$ cat src/rtl/mmio_pkg.sv
// Shared register map, CTRL/STATUS bit positions and address decode helper
// for the memory-mapped timer/GPIO responder.
package mmio_pkg;

    localparam logic [31:0] DEFAULT_BASE_ADDR = 32'h0000_1000;

    // Word offsets (A[4:2]) within the 32-byte register window
    localparam logic [2:0] OFF_CTRL     = 3'd0;
    localparam logic [2:0] OFF_PRESCALE = 3'd1;
    localparam logic [2:0] OFF_COUNT    = 3'd2;
    localparam logic [2:0] OFF_COMPARE  = 3'd3;
    localparam logic [2:0] OFF_STATUS   = 3'd4;
    localparam logic [2:0] OFF_GPIO_OUT = 3'd5;
    localparam logic [2:0] OFF_GPIO_IN  = 3'd6;
    localparam logic [2:0] OFF_RSVD     = 3'd7;

    localparam int unsigned CTRL_EN          = 0;
    localparam int unsigned CTRL_AUTO_RELOAD = 1;
    localparam int unsigned CTRL_IRQ_EN      = 2;

    localparam int unsigned STATUS_MATCH = 0;

    localparam logic [31:0] COMPARE_RESET = 32'hFFFF_FFFF;

    function automatic logic in_window(input logic [31:0] addr, input logic [31:0] base);
        return addr[31:5] == base[31:5];
    endfunction

endpackage

$ cat src/rtl/sync_2ff.sv
// Two-flop synchronizer for asynchronous inputs, cleared by the active-low
// asynchronous reset.
module sync_2ff #(
    parameter int unsigned WIDTH = 1
) (
    input  logic             clk,
    input  logic             areset,
    input  logic [WIDTH-1:0] d,
    output logic [WIDTH-1:0] q
);

    logic [WIDTH-1:0] meta_q;
    logic [WIDTH-1:0] sync_q;

    always_ff @(posedge clk or negedge areset) begin
        if (!areset) begin
            meta_q <= '0;
            sync_q <= '0;
        end else begin
            meta_q <= d;
            sync_q <= meta_q;
        end
    end

    assign q = sync_q;

endmodule

$ cat src/rtl/mmio_timer_responder.sv
// Data-bus responder: prescaled 32-bit timer with compare match, sticky
// MATCH flag and interrupt, plus a GPIO output/input register pair.
module mmio_timer_responder
    import mmio_pkg::*;
#(
    parameter logic [31:0] BASE_ADDR = DEFAULT_BASE_ADDR,
    parameter int unsigned GPIO_W    = 8
) (
    input  logic              clk,
    input  logic              areset,
    input  logic              WE,
    input  logic [31:0]       A,
    input  logic [31:0]       WD,
    output logic [31:0]       RD,
    output logic              hit,
    output logic              irq,
    output logic [GPIO_W-1:0] gpio_out,
    input  logic [GPIO_W-1:0] gpio_in
);

    logic [2:0] word_off;
    logic       wr_en;
    logic       wr_ctrl;
    logic       wr_prescale;
    logic       wr_count;
    logic       wr_compare;
    logic       wr_status;
    logic       wr_gpio_out;

    logic [2:0]        ctrl_q,     ctrl_d;
    logic [15:0]       prescale_q, prescale_d;
    logic [15:0]       pre_cnt_q,  pre_cnt_d;
    logic [31:0]       count_q,    count_d;
    logic [31:0]       compare_q,  compare_d;
    logic              match_q,    match_d;
    logic [GPIO_W-1:0] gpio_out_q, gpio_out_d;
    logic [GPIO_W-1:0] gpio_in_sync;

    logic       tick;
    logic       cmp_hit;
    logic       match_set;
    logic [31:0] rd_data;

    // Byte lanes are ignored; all registers are word-wide
    logic unused_byte_lane;
    assign unused_byte_lane = ^A[1:0];

    assign hit      = in_window(A, BASE_ADDR);
    assign word_off = A[4:2];
    assign wr_en    = WE && hit;

    always_comb begin
        wr_ctrl     = 1'b0;
        wr_prescale = 1'b0;
        wr_count    = 1'b0;
        wr_compare  = 1'b0;
        wr_status   = 1'b0;
        wr_gpio_out = 1'b0;
        if (wr_en) begin
            unique case (word_off)
                OFF_CTRL:     wr_ctrl     = 1'b1;
                OFF_PRESCALE: wr_prescale = 1'b1;
                OFF_COUNT:    wr_count    = 1'b1;
                OFF_COMPARE:  wr_compare  = 1'b1;
                OFF_STATUS:   wr_status   = 1'b1;
                OFF_GPIO_OUT: wr_gpio_out = 1'b1;
                OFF_GPIO_IN:  ;
                OFF_RSVD:     ;
            endcase
        end
    end

    assign tick      = ctrl_q[CTRL_EN] && (pre_cnt_q == prescale_q);
    assign cmp_hit   = (count_q == compare_q);
    assign match_set = tick && cmp_hit;

    always_comb begin
        ctrl_d     = ctrl_q;
        prescale_d = prescale_q;
        pre_cnt_d  = pre_cnt_q;
        count_d    = count_q;
        compare_d  = compare_q;
        match_d    = match_q;
        gpio_out_d = gpio_out_q;

        if (!ctrl_q[CTRL_EN] || tick) begin
            pre_cnt_d = '0;
        end else begin
            pre_cnt_d = pre_cnt_q + 16'd1;
        end

        if (tick) begin
            if (cmp_hit && ctrl_q[CTRL_AUTO_RELOAD]) begin
                count_d = '0;
            end else begin
                count_d = count_q + 32'd1;
            end
        end

        if (wr_ctrl) begin
            ctrl_d = WD[2:0];
        end
        if (wr_prescale) begin
            prescale_d = WD[15:0];
            pre_cnt_d  = '0;
        end
        // Software write wins over the tick; the match on the old value still counts
        if (wr_count) begin
            count_d = WD;
        end
        if (wr_compare) begin
            compare_d = WD;
        end
        if (wr_status && WD[STATUS_MATCH]) begin
            match_d = 1'b0;
        end
        if (match_set) begin
            match_d = 1'b1;
        end
        if (wr_gpio_out) begin
            gpio_out_d = WD[GPIO_W-1:0];
        end
    end

    always_ff @(posedge clk or negedge areset) begin
        if (!areset) begin
            ctrl_q     <= '0;
            prescale_q <= '0;
            pre_cnt_q  <= '0;
            count_q    <= '0;
            compare_q  <= COMPARE_RESET;
            match_q    <= 1'b0;
            gpio_out_q <= '0;
        end else begin
            ctrl_q     <= ctrl_d;
            prescale_q <= prescale_d;
            pre_cnt_q  <= pre_cnt_d;
            count_q    <= count_d;
            compare_q  <= compare_d;
            match_q    <= match_d;
            gpio_out_q <= gpio_out_d;
        end
    end

    sync_2ff #(
        .WIDTH(GPIO_W)
    ) u_gpio_in_sync (
        .clk    (clk),
        .areset (areset),
        .d      (gpio_in),
        .q      (gpio_in_sync)
    );

    always_comb begin
        rd_data = '0;
        if (hit) begin
            unique case (word_off)
                OFF_CTRL:     rd_data = {29'd0, ctrl_q};
                OFF_PRESCALE: rd_data = {16'd0, prescale_q};
                OFF_COUNT:    rd_data = count_q;
                OFF_COMPARE:  rd_data = compare_q;
                OFF_STATUS:   rd_data = 32'(match_q);
                OFF_GPIO_OUT: rd_data = 32'(gpio_out_q);
                OFF_GPIO_IN:  rd_data = 32'(gpio_in_sync);
                OFF_RSVD:     rd_data = '0;
            endcase
        end
    end

    assign RD       = rd_data;
    assign irq      = match_q && ctrl_q[CTRL_IRQ_EN];
    assign gpio_out = gpio_out_q;

endmodule

$ cat config.mk
export PLATFORM = sky130hd
export DESIGN_NAME = mmio_timer_responder
export DESIGN_NICKNAME = d
export VERILOG_FILES = /design/src/rtl/mmio_pkg.sv /design/src/rtl/sync_2ff.sv /design/src/rtl/mmio_timer_responder.sv
export SDC_FILE = /design/constraint.sdc
export NUM_CORES = 1
export LEC_CHECK = 0
export CORE_AREA = 2 2 141 109
export DETAILED_ROUTE_END_ITERATION = 16
export DIE_AREA = 0 0 143 111
export MAX_ROUTING_LAYER = met4
export PLACE_DENSITY_LB_ADDON = 0.1
export RECOVER_POWER = 25
export SLEW_MARGIN = 20
export SYNTH_ARGS = -nofsm -noshare
export SYNTH_HDL_FRONTEND = slang
export SYNTH_SLANG_ARGS = --single-unit
export TNS_END_PERCENT = 30
$ cat constraint.sdc
create_clock -name clk -period 5.1 [get_ports clk]
set_input_delay 1.275 -clock clk [delete_from_list [all_inputs] [get_ports clk]]
set_output_delay 1.275 -clock clk [all_outputs]
set_load 0.01 [all_outputs]
# --- After elaboration in Yosys (flattened, before gate mapping) ---
# Cells that the tools add are included.
# Widths: inputs -> output; s select.
word_totals:
  reg_bits: 124
  in_bits: 75
  out_inout_bits: 42
  word_cells: 53
classes:
  n_addsub: 2
  eq_ne: 10
  n_mux: 21
  reduce_logical: 11
ops:
  columns: ["operator", "n"]
  rows:
  - ["$pmux 32 s8", 1]
  - ["$mux 32", 4]
  - ["$add 32x1->32 const B", 1]
  - ["$eq 32x32->1", 1]
  - ["$mux 16", 2]
  - ["$eq 27x8->1 const B", 1]
  - ["$add 16x1->16 const B", 1]
  - ["$eq 16x16->1", 1]
  - ["$mux 1", 14]
  - ["$eq 3x3->1 const B", 4]
  - ["$eq 3x2->1 const B", 2]
  - ["$logic_and 1x1->1", 6]
  - ["$reduce_bool 2->1", 2]
  - ["$eq 3x1->1 const B", 1]
  - ["$logic_not 3->1", 1]
  - ["$logic_not 1->1", 1]
  - ["$logic_or 1x1->1", 1]

# --- Logic depth before layout (Yosys ltp) ---
# Gate-level depths: netlist (run 1).
depth:
  word_depth: 6
  depth_mapped: 9
  depth_no_buf: 7

# --- Modules after synthesis ---
# From an unflattened synthesis (run 1), not the netlist that was laid out.
hier_totals:
  hier_cells: 733
  area_unflattened_um2: 7076.8
modules_own_cells:
  columns: ["mod", "instances", "cells_each", "area_per_inst_um2", "seq_area_each_um2"]
  rows:
  - ["mmio_timer_responder", 1, 717, 6676.4, 2742.6]
  - ["sync_2ff", 1, 16, 400.4, 400.4]

# --- Worst setup path before layout (run 1) ---
# Ideal clock, no wire load.
synth_path:
  kind: "input -> output"
  startpoint: "input A[14]"
  endpoint: "output RD[10]"
  arrival_ps: 2774
  required_ps: 3825
  slack_ps: 1051
  cell_stages: 7
  path_buffers: 1
  path_cell_list: "nor4b_1 > nand4_1 > nor2_4 > nand2_1 > or2_2 > clkbuf_1 > nor2_1"
synth_via:
  elab_chain_cells: 2
synth_rtl:
  columns: ["item", "line_no", "source"]
  rows:
  - ["start, declared", "mmio_timer_responder.sv:12", "input logic [31:0] A,"]
  - ["$eq 27x8->1", "mmio_pkg.sv:26", "return addr[31:5] == base[31:5];"]
  - ["via hit", "mmio_timer_responder.sv:15", "output logic hit,"]
  - ["$mux 32", "mmio_timer_responder.sv:156", "if (hit) begin"]
  - ["end, declared", "mmio_timer_responder.sv:14", "output logic [31:0] RD,"]
# The timed path passes the listed nets, and every way through them passes these cells.

# --- Final worst setup path (run 1) ---
layout_path:
  startpoint: "input A[2]"
  endpoint: "output RD[1]"
layout_via:
  elab_chain_cells: 3
  elab_cells_between_ends: 10
  classes_between: "eq/ne: 7; mux: 2; reduce/logical: 1"
layout_rtl:
  columns: ["item", "line_no", "source"]
  rows:
  - ["$eq 3x3->1, or another cell as far along", "mmio_timer_responder.sv:157", "unique case (word_off)"]
  - ["$pmux 32 s8 *", "mmio_timer_responder.sv:157", null]
  - ["$mux 32 *", "mmio_timer_responder.sv:156", null]
# Mark *: on every way between the ends. The rest lies on a longest branch, timed or not.

==> run metrics, run 1 <==
clock slew seen by the registers of the worst setup and hold paths approximately 0.060 ns; minimum clock period 4.94 ns; first-pass GRT wire length approximately 33000 µm; chip width 143 µm; global-route usage over all layers 0.279; P_leak around 3.4 nW; crit end category primary output; Nets roughly 900; DRT Wirelength roughly 21000 µm; DR DRC count 0; Tightest Pin Transition roughly 1.7 ns; sequential share of the synthesized area 0.441; Max-Cap Viols 1; Peak VDD IR between 0.2 and 0.25 mV; kind of critical path in2out; largest net degree at the start of global routing 78; Num Clock Sinks 124; Final Hold Fails 0; TritonRoute pass-1 iters 5; status finished with violations; worst hold slack around 0.35 ns; launch point of the worst reg-to-reg path count_q[15]; drt first-iter violations ~710; async set-reset flop share out of synthesis 1.00; Synth Register Bits between 100 and 150; GP Congestion 0.887; cell family with most CP delay buffers and inverters; vias per cell 5.99; total power approximately 2.3 mW; CTS tree built; Post-CTS Resized 0; Initial Utilization 0.485; Hold Buf Count CTS 0; DIE HEIGHT between 100 and 150 µm; H-Tree Depth 4; RSZ-0062 raised after global routing no; Data required, critical path between 3 and 4 ns; Worst path slowest cell clkdlybuf4s50_1; Final Cycle Share 0.968; drt wl/cell between 15 and 20 µm; synthesized area just over 7000 µm²; most frequent cell on the critical path clkdlybuf4s50_1; vias in the first global route 6190; initial antenna violation count 0; mean area per synthesized cell between 9 and 10 µm²; Antenna diodes 0; setup violators final 0; setup TNS 0 ns; # Post-CTS Setup Buffers 0; Vias 6226; maximum root-to-sink buffer count 2; Critical Path Source A[2]; top_reg_cell synth dfrtp_1; CP arrival 3.66 ns; Worst Setup Start Kind input port; Detail Placement HPWL 14500 µm; number of routed nets with antenna violations 0; # IOs around 120; Layout Skew approximately 0.018 ns; slew margin rel. -0.154; slack of the critical path ~0.16 ns; crit-path max cell delay between 0.7 and 0.8 ns; Post-synth EDFFs 0; HP Start u_gpio_in_sync.meta_q[0]; worst-path maximum fanout 10; GRT overflow 0; CP cell instances clkdlybuf4s50_1, buf_4, mux2i_1, nor2_1, a31oi_1, o21ai_0, and2_1, clkdlybuf4s50_1; Mapped Cells about 720; Crit path buffers/inverters 3; dpl ws about 0.19 ns; PD cells between 200 and 300 nW/µm²; HP Class reg2reg; post-synthesis net count 800; Std-Cell Rows 39; FMAX 203 MHz; post-synth cell types 62; CTS Buf Count 17; Die Area roughly 16000 µm²; Clk Latency, worst-skew pair approximately 0.43 ns; Synth warnings 0; Port-buffer cells 114; Slew Viols, Final 30; area delta synth->final 27.3%; CTS root buf clkbuf_16; violated checks max-capacitance violations, max-slew violations; layout cell share with drive strength beyond 1 0.198; Core Area roughly 15000 µm²
==> cell type report <==
type | instances | area, µm²
inverter | 6 | 22.5
tap | 205 | 256
sequential | 124 | 3140
timing repair buffer | 138 | 1350
fill | 1220 | 5620
clock buffer | 20 | 457
clock inverter | 12 | 138
multi-input combinational | 534 | 3710
==> synth_stat cells (10+ instances only) <==
master    number  area share
a31oi_1       17       0.015
a32oi_1       23       0.028
nand3_1       20       0.014
dfstp_2       32        0.12
buf_2         12      0.0084
clkbuf_1      40       0.021
nor4_1        13       0.011
nand2_1       50       0.026
nor3_1        20       0.014
o21ai_0       29       0.020
mux2_1        10       0.016
a21oi_1       32       0.022
xnor2_1       54       0.066
nor2_1        65       0.034
a22oi_1       36       0.038
mux2_2        61       0.096
nand4_1       21       0.018
dfrtp_1       92        0.32
==> path summary, 6_finish.rpt <==
kind | to | slack, ns | cells after the start
hold / removal | u_gpio_in_sync.q[0] | 0.35 | 0
max in group asynchronous | compare_q[18] | 2.33 | 3
setup reg to reg | count_q[29] | 1.21 | 7
setup / recovery | RD[1] | 0.16 | 8
hold reg to reg | u_gpio_in_sync.q[0] | 0.35 | 0
min in group asynchronous | count_q[31] | 1.30 | 1
==> cell usage in the layout, fill, tap and decap left out, drive strengths merged, types with 2 or more instances in the layout <==
cell,instances
clkbuf,21
clkinv,3
dfstp,32
or2,4
xnor2,54
nor2b,3
a311oi,2
or3,4
nor4b,4
a22oi,36
and2,7
ha,2
nand3,22
bufinv,2
dlygate4sd3,8
o21ai,34
xor2,8
nor4,14
nand4b,4
a21oi,32
nor2,67
a31oi,17
clkdlybuf4s50,105
nor3b,2
dfrtp,92
mux2,71
nor3,22
o41ai,2
mux2i,2
clkinvlp,5
a32oi,23
nand4,23
nand2,50
inv,8
and4,4
and3,8
buf,24
==> metal layers <==
layer / GRT usage / vias to the layer above / wire, µm
met5: - / - / 0
met4: 0.0746 / 0 / 391
met3: 0.0661 / 36 / 1420
met2: 0.402 / 275 / 9340
met1: 0.398 / 3054 / 9530
li1: - / 2861 / -
==> cell families after synthesis <==
| family | count (synthesis) | synth area share |
|---|---|---|
| and+or+nand+nor | 245 | 0.186 |
| DFF | 124 | 0.441 |
| muxes | 73 | 0.115 |
| xor gates and xnor gates | 62 | 0.0762 |
| AOI/OAI and AO/OA | 152 | 0.140 |
| buffers and inverters | 65 | 0.0388 |
| adders and majority gates | 2 | 0.00351 |
==> through the flow <==
stage,instance area (µm²),cells,util
finish,9070,1039,0.618
global route,9070,1039,0.618
CTS,9050,1038,0.616
detailed placement,8450,1006,0.576
global placement,8450,1006,0.576
floorplan,7130,723,-
==> power breakdown <==
| group | switching [mW] | internal, mW | leakage [nW] | total, mW |
|---|---|---|---|---|
| clock network | 0.469 | 0.747 | 0.275 | 1.22 |
| registers | 0.00178 | 0.992 | 1.49 | 0.994 |
| logic | 0.0616 | 0.0646 | 1.60 | 0.126 |
==> flip-flops by register name (all words and copies together) (netlist names), 3 cells and up <==
name and cells:
compare_q 32, count_q 32, ctrl_q 3, pre_cnt_q 16
prescale_q 16, u_gpio_in_sync.q 8, gpio_out 8, u_gpio_in_sync.meta_q 8
No activity file was read; power rests on OpenSTA's default activity.
==> run 2, diff against run 1 <==
--- a/config.mk
+++ b/config.mk
@@ -5,9 +5,9 @@
 export SDC_FILE = /design/constraint.sdc
 export NUM_CORES = 1
 export LEC_CHECK = 0
-export CORE_AREA = 2 2 141 109
+export CORE_AREA = 2 2 132 102
 export DETAILED_ROUTE_END_ITERATION = 16
-export DIE_AREA = 0 0 143 111
+export DIE_AREA = 0 0 134 104
 export MAX_ROUTING_LAYER = met4
 export PLACE_DENSITY_LB_ADDON = 0.1
 export RECOVER_POWER = 25
==> run 2 against run 1 <==
Effect of this change: the run still ends with max-capacitance violations, max-slew violations left; clock skew shrank 0.0089 ns; register-to-register slack gained 0.62 ns; combinational power is essentially flat; first-iteration DRC count grew 8.7%; worst setup slack gained 0.061 ns; maximum frequency grew 1.3%; cell count shrank 3.4%; sequential power is essentially flat; sequential cell count is the same; global-route usage grew 3.5 points; clock power is essentially flat; critical endpoint is now RD[10].
==> run metrics, run 2 (synthesis results as in run 1) <==
layout cell share with drive strength beyond 1 0.199 (+0.00144); Placed Cells 971 (-3.5%); most frequent cell on the critical path clkdlybuf4s50_1; HP Class reg2reg; violated checks max-capacitance violations, max-slew violations; slew margin rel. -0.264 (-0.110); P_leak 3.36 nW (about the same); FMAX 205 MHz (+1.3%); Post-Route Utilization 0.712 (+0.0943); largest registers compare_q: 32 flops, count_q: 32 flops; vias per cell 6.40 (+6.9%); PD cells 258 nW/µm² (+0.14%); reg2reg setup slack 1.83 ns (+0.62 ns); Worst Setup Start Kind input port; crit end category primary output; worst hold slack 0.346 ns (-0.00107 ns); vias in the first global route 6109 (-1.3%); drt wl/cell 20.9 µm (+4.7%); initial antenna violation count 0 (unchanged); Max-Cap Viols 1 (unchanged); Tightest Pin Transition 1.90 ns (+0.165 ns); Worst Reg-to-Reg Cells 6 (-1); CTS root buf clkbuf_16; Hold Crit Endpoint u_gpio_in_sync.q[6]; Vias 6429 (+3.3%); crit-path max cell delay 0.56 ns (-0.22 ns); number of routed nets with antenna violations 0 (unchanged); HP Start u_gpio_in_sync.meta_q[6]; Std-Cell Rows 36 (-7.7%); hold depth 0 (unchanged); Data required, critical path 3.83 ns (about the same); clock slew seen by the registers of the worst setup and hold paths 0.06 ns (about the same); setup TNS 0 ns (unchanged); Clk Latency, worst-skew pair 0.43 ns (about the same); CP cell instances clkdlybuf4s50_1, nor4b_1, nand4_1, nor2_4, nand2_1, or2_2, nor2_1, clkdlybuf4s50_1; DR DRC count 0 (unchanged); minimum clock period 4.88 ns (-0.0613 ns); Layout Skew 0.00882 ns (-0.00893 ns); Peak VDD IR 0.288 mV (+41%); Num Clock Sinks 124 (unchanged); Nets 897 (-0.11%); area delta synth->final 26.4%; Antenna diodes 0 (unchanged); placed cell areas 8420 µm² (-0.44%); Initial Utilization 0.563 (+0.0779); # IOs 117 (unchanged); GRT overflow 0 (unchanged); Core Area 12700 µm² (-14%); global-route usage over all layers 0.314 (+0.0348); TritonRoute pass-1 iters 6 (+1); DIE HEIGHT 104 µm (-6.3%); final non-filler cell total 1004 (-3.4%); post-route cell area 9010 µm² (-0.68%); Slew Viols, Final 77 (+160%); setup violators final 0 (unchanged); DRT Wirelength 20900 µm (+1.2%); worst-path maximum fanout 8 (-2); status finished with violations; RSZ-0062 raised after global routing no; Die Area 13900 µm² (-12%); launch point of the worst reg-to-reg path count_q[11]; largest net degree at the start of global routing 77 (-1.3%); chip width 134 µm (-6.3%); kind of critical path in2out; maximum root-to-sink buffer count 2 (unchanged); commonest cells after routing, fill and taps aside clkdlybuf4s50_1, dfrtp_1, nor2_1, mux2_2, xnor2_1; Worst path slowest cell clkdlybuf4s50_1; Detail Placement HPWL 14600 µm (+1.1%); CP arrival 3.60 ns (-0.06 ns); Post-CTS Resized 0 (unchanged); first-pass GRT wire length 33100 µm (-1.1%); Final Hold Fails 0 (unchanged); CTS Buf Count 17 (unchanged); commonest non-fill, non-tap cell in the layout clkdlybuf4s50_1; CTS tree built; Final Cycle Share 0.956 (-0.0120); Port-buffer cells 114 (unchanged); H-Tree Depth 4 (unchanged); FF-to-FF End count_q[29]; drt first-iter violations 773 (+8.7%); GP Congestion 0.972 (+9.6%)
[run 2: metal layers]
metal / vias to the layer above / GRT usage / wire length [µm]
li1: 2840 / - / -
met3: 35 / 0.0682 / 1960
met1: 3168 / 0.456 / 9150
met2: 386 / 0.447 / 9550
met5: - / - / 0
met4: 0 / 0.0836 / 289
[run 2: worst max-delay path: cells and delay by family]
family	cells	cell delay, ns
AND/OR/NAND/NOR	6	1.37
buffers and inverters	2	0.96
[run 2: worst max path at each step]
| stage | from | end | slack, ns | cells past startpoint |
|---|---|---|---|---|
| after floorplan | A[14] | RD[10] | 1.05 | 7 |
| after global placement | A[10] | RD[8] | 0.16 | 8 |
| after detailed placement | A[14] | RD[8] | 0.16 | 8 |
| after CTS | A[14] | RD[10] | 0.14 | 8 |
| after global routing | A[14] | RD[10] | 0.03 | 8 |
| final | A[14] | RD[10] | 0.22 | 8 |
[run 2: layout make-up]
type	instances	area (µm²)
Fill cell	908	3650
Clock inverter	15	164
Clock buffer	17	425
Sequential cell	124	3140
Inverter	6	22.5
Timing Repair Buffer	137	1330
Multi-Input combinational cell	534	3710
Tap cell	171	214
[run 2: metrics by stage]
step | setup slack, ns | power [mW]
floorplan | 1.05 | 1.04
global placement | 0.155 | 1.13
detailed placement | 0.158 | 1.14
CTS | 0.137 | 2.34
global route | 0.0281 | 2.39
finish | 0.224 | 2.32
[run 2: where the power goes]
part,leakage (nW),switching [mW],total (mW),internal [mW]
Combinational,1.59,0.0609,0.124,0.0628
Clock,0.285,0.479,1.21,0.726
Sequential,1.49,0.00200,0.994,0.992
Total,3.36,0.542,2.32,1.78
[run 2: timing repair]
item                                    4_1_cts  5_1_grt
hold buffers                                  0        0
buffers inserted                              0        1
endpoints found under the setup margin        0        6
==> run 3, diff against run 2 <==
--- a/config.mk
+++ b/config.mk
@@ -5,9 +5,9 @@
 export SDC_FILE = /design/constraint.sdc
 export NUM_CORES = 1
 export LEC_CHECK = 0
-export CORE_AREA = 2 2 132 102
+export CORE_AREA = 2 2 160 123
 export DETAILED_ROUTE_END_ITERATION = 16
-export DIE_AREA = 0 0 134 104
+export DIE_AREA = 0 0 162 125
 export MAX_ROUTING_LAYER = met4
 export PLACE_DENSITY_LB_ADDON = 0.1
 export RECOVER_POWER = 25
==> run 3 against run 2 <==
Effect of this change: the run still ends with max-capacitance violations, max-slew violations left; global-route usage fell by 8.7 points; first-iteration DRC count fell by 35%; critical endpoint is now RD[9]; power up 2.2%; maximum frequency shrank 0.13%; core utilization is 23 points lower; largest power group unchanged; hold slack improved by 0.0050 ns; cell count rose by 7.8%.
==> run metrics, run 3 (synthesis results as in run 1) <==
CP arrival 3.61 ns (about the same); CP cell instances clkdlybuf4s50_1, nor4_1, nand4_1, nor2_4, nand2_1, or2_2, nor2_1, clkdlybuf4s50_1; kind of critical path in2out; Final Hold Fails 0 (unchanged); GP Congestion 0.840 (-14%); Post-CTS Resized 0 (unchanged); FMAX 205 MHz (-0.13%); Initial Utilization 0.379 (-0.185); PD cells 261 nW/µm² (+1.1%); status finished with violations; worst-path maximum fanout 8 (unchanged); total power 2.37 mW (+2.2%); crit end category primary output; CTS root buf clkbuf_16; RSZ-0062 raised after global routing no; violated checks max-capacitance violations, max-slew violations; minimum clock period 4.88 ns (+0.00618 ns); first-pass GRT wire length 34600 µm (+4.6%); Tightest Pin Transition 1.77 ns (-0.122 ns); Final Cycle Share 0.957 (+0.00121); most frequent cell on the critical path clkdlybuf4s50_1; Die Area 20300 µm² (+45%); DIE HEIGHT 125 µm (+20%); dpl ws 0.185 ns (+0.0266 ns); FILL cells 1769 (+95%); Nets 893 (-0.45%); largest net degree at the start of global routing 69 (-10%); vias per cell 5.71 (-11%); Std-Cell Rows 44 (+22%); initial antenna violation count 0 (unchanged); final non-filler cell total 1082 (+7.8%); Layout Skew 0.0217 ns (+0.0129 ns); crit-path max cell delay 0.56 ns (about the same); CTS tree built; global-route usage over all layers 0.227 (-0.0871); worst hold slack 0.351 ns (+0.00498 ns); Worst Setup Start Kind input port; largest registers compare_q: 32 flops, count_q: 32 flops; # IOs 117 (unchanged); DR DRC count 0 (unchanged); Most Crowded Layer GR met1; M2 GR Usage 0.325 (-0.122); grt met3 use 0.0554 (-0.0128); Clk Latency, worst-skew pair 0.43 ns (about the same); TritonRoute pass-1 iters 5 (-1); Hold Buf Count CTS 0 (unchanged); Vias 6180 (-3.9%); Port-buffer cells 114 (unchanged); Antenna diodes 0 (unchanged); Num Clock Sinks 124 (unchanged); slew margin rel. -0.182 (+0.0816); clock slew seen by the registers of the worst setup and hold paths 0.06 ns (about the same); Data required, critical path 3.83 ns (about the same); setup TNS 0 ns (unchanged); slack of the critical path 0.218 ns (-0.00618 ns); layout cell share with drive strength beyond 1 0.197 (-0.00266); maximum root-to-sink buffer count 2 (unchanged); Core Area 18800 µm² (+49%); chip width 162 µm (+21%); vias in the first global route 6180 (+1.2%); commonest non-fill, non-tap cell in the layout clkdlybuf4s50_1; DRT Wirelength 21800 µm (+3.9%); Crit path buffers/inverters 2 (unchanged); commonest cells after routing, fill and taps aside clkdlybuf4s50_1, dfrtp_1, nor2_1, mux2_2, xnor2_1; drt wl/cell 20.1 µm (-3.6%); number of routed nets with antenna violations 0 (unchanged); P_leak 3.35 nW (-0.39%); Max-Cap Viols 1 (unchanged); H-Tree Depth 4 (unchanged); Worst path slowest cell clkdlybuf4s50_1; Placed Cells 1050 (+8.1%); HP Class reg2reg; area delta synth->final 27.8%; Detail Placement HPWL 15400 µm (+5.3%); drt first-iter violations 503 (-35%); cell family with most CP delay simple AND/OR/NAND/NOR gates; setup violators final 0 (unchanged); CTS Buf Count 17 (unchanged); Peak VDD IR 0.209 mV (-27%); Slew Viols, Final 68 (-12%); # Post-CTS Setup Buffers 0 (unchanged); GRT overflow 0 (unchanged); routing usage on met1 0.327 (-0.129)
run 3: cell types whose count changed in the layout (fill, tap and decap cells not counted):
cell      previous run  this run
nor4_1              13        12
nand3_4              0         1
nand3_2              2         1
inv_8                0         2
inv_6                5         8
clkinv_2             2         0
buf_4               21        17
nor4_2               0         1
clkinv_4             4         1
run 3: path summary, 6_finish.rpt:
| check | to | slack [ns] | cells after the start | from |
|---|---|---|---|---|
| hold reg to reg | u_gpio_in_sync.q[7] | 0.35 | 0 | u_gpio_in_sync.meta_q[7] |
| setup reg to reg | count_q[9] | 2.06 | 7 | pre_cnt_q[15] |
| hold / removal | u_gpio_in_sync.q[7] | 0.35 | 0 | u_gpio_in_sync.meta_q[7] |
| setup / recovery | RD[9] | 0.22 | 8 | A[19] |
| min in group asynchronous | count_q[28] | 1.31 | 1 | areset |
| max in group asynchronous | compare_q[12] | 2.68 | 2 | areset |
run 3: report_power, final:
group	leakage [nW]	switching, mW	internal [mW]
combinational	1.57	0.0625	0.0621
sequential	1.49	0.00196	0.991
clock	0.291	0.518	0.739
total	3.35	0.582	1.79
run 3: worst reg2reg max path: stages, from the launching register on:
cell,delay [ns]
dfrtp_1,0.40
xnor2_1,0.30
nand4_1,0.16
nor4_2,0.64
and2_0,0.68
buf_4,0.41
nand4b_1,0.14
a31oi_1,0.20
run 3: metrics by stage:
stage                util  area, µm²
detailed placement  0.451       8500
global route        0.484       9110
CTS                 0.483       9100
floorplan               -       7130
global placement    0.451       8500
finish              0.484       9110
run 3: final cells by class:
class                           count  area (µm²)  share of cell area
Clock buffer                       17         425              0.0467
Timing Repair Buffer              133        1300               0.143
Clock inverter                     15         176              0.0194
Tap cell                          253         317              0.0347
Sequential cell                   124        3140               0.345
Multi-Input combinational cell    534        3720               0.409
Inverter                            6        22.5             0.00247
run 3: routing by layer:
metal | up-vias | share of wire
met4 | 0 | 0.0090
met5 | - | 0
met2 | 247 | 0.44
met3 | 21 | 0.062
li1 | 2838 | -
met1 | 3074 | 0.48
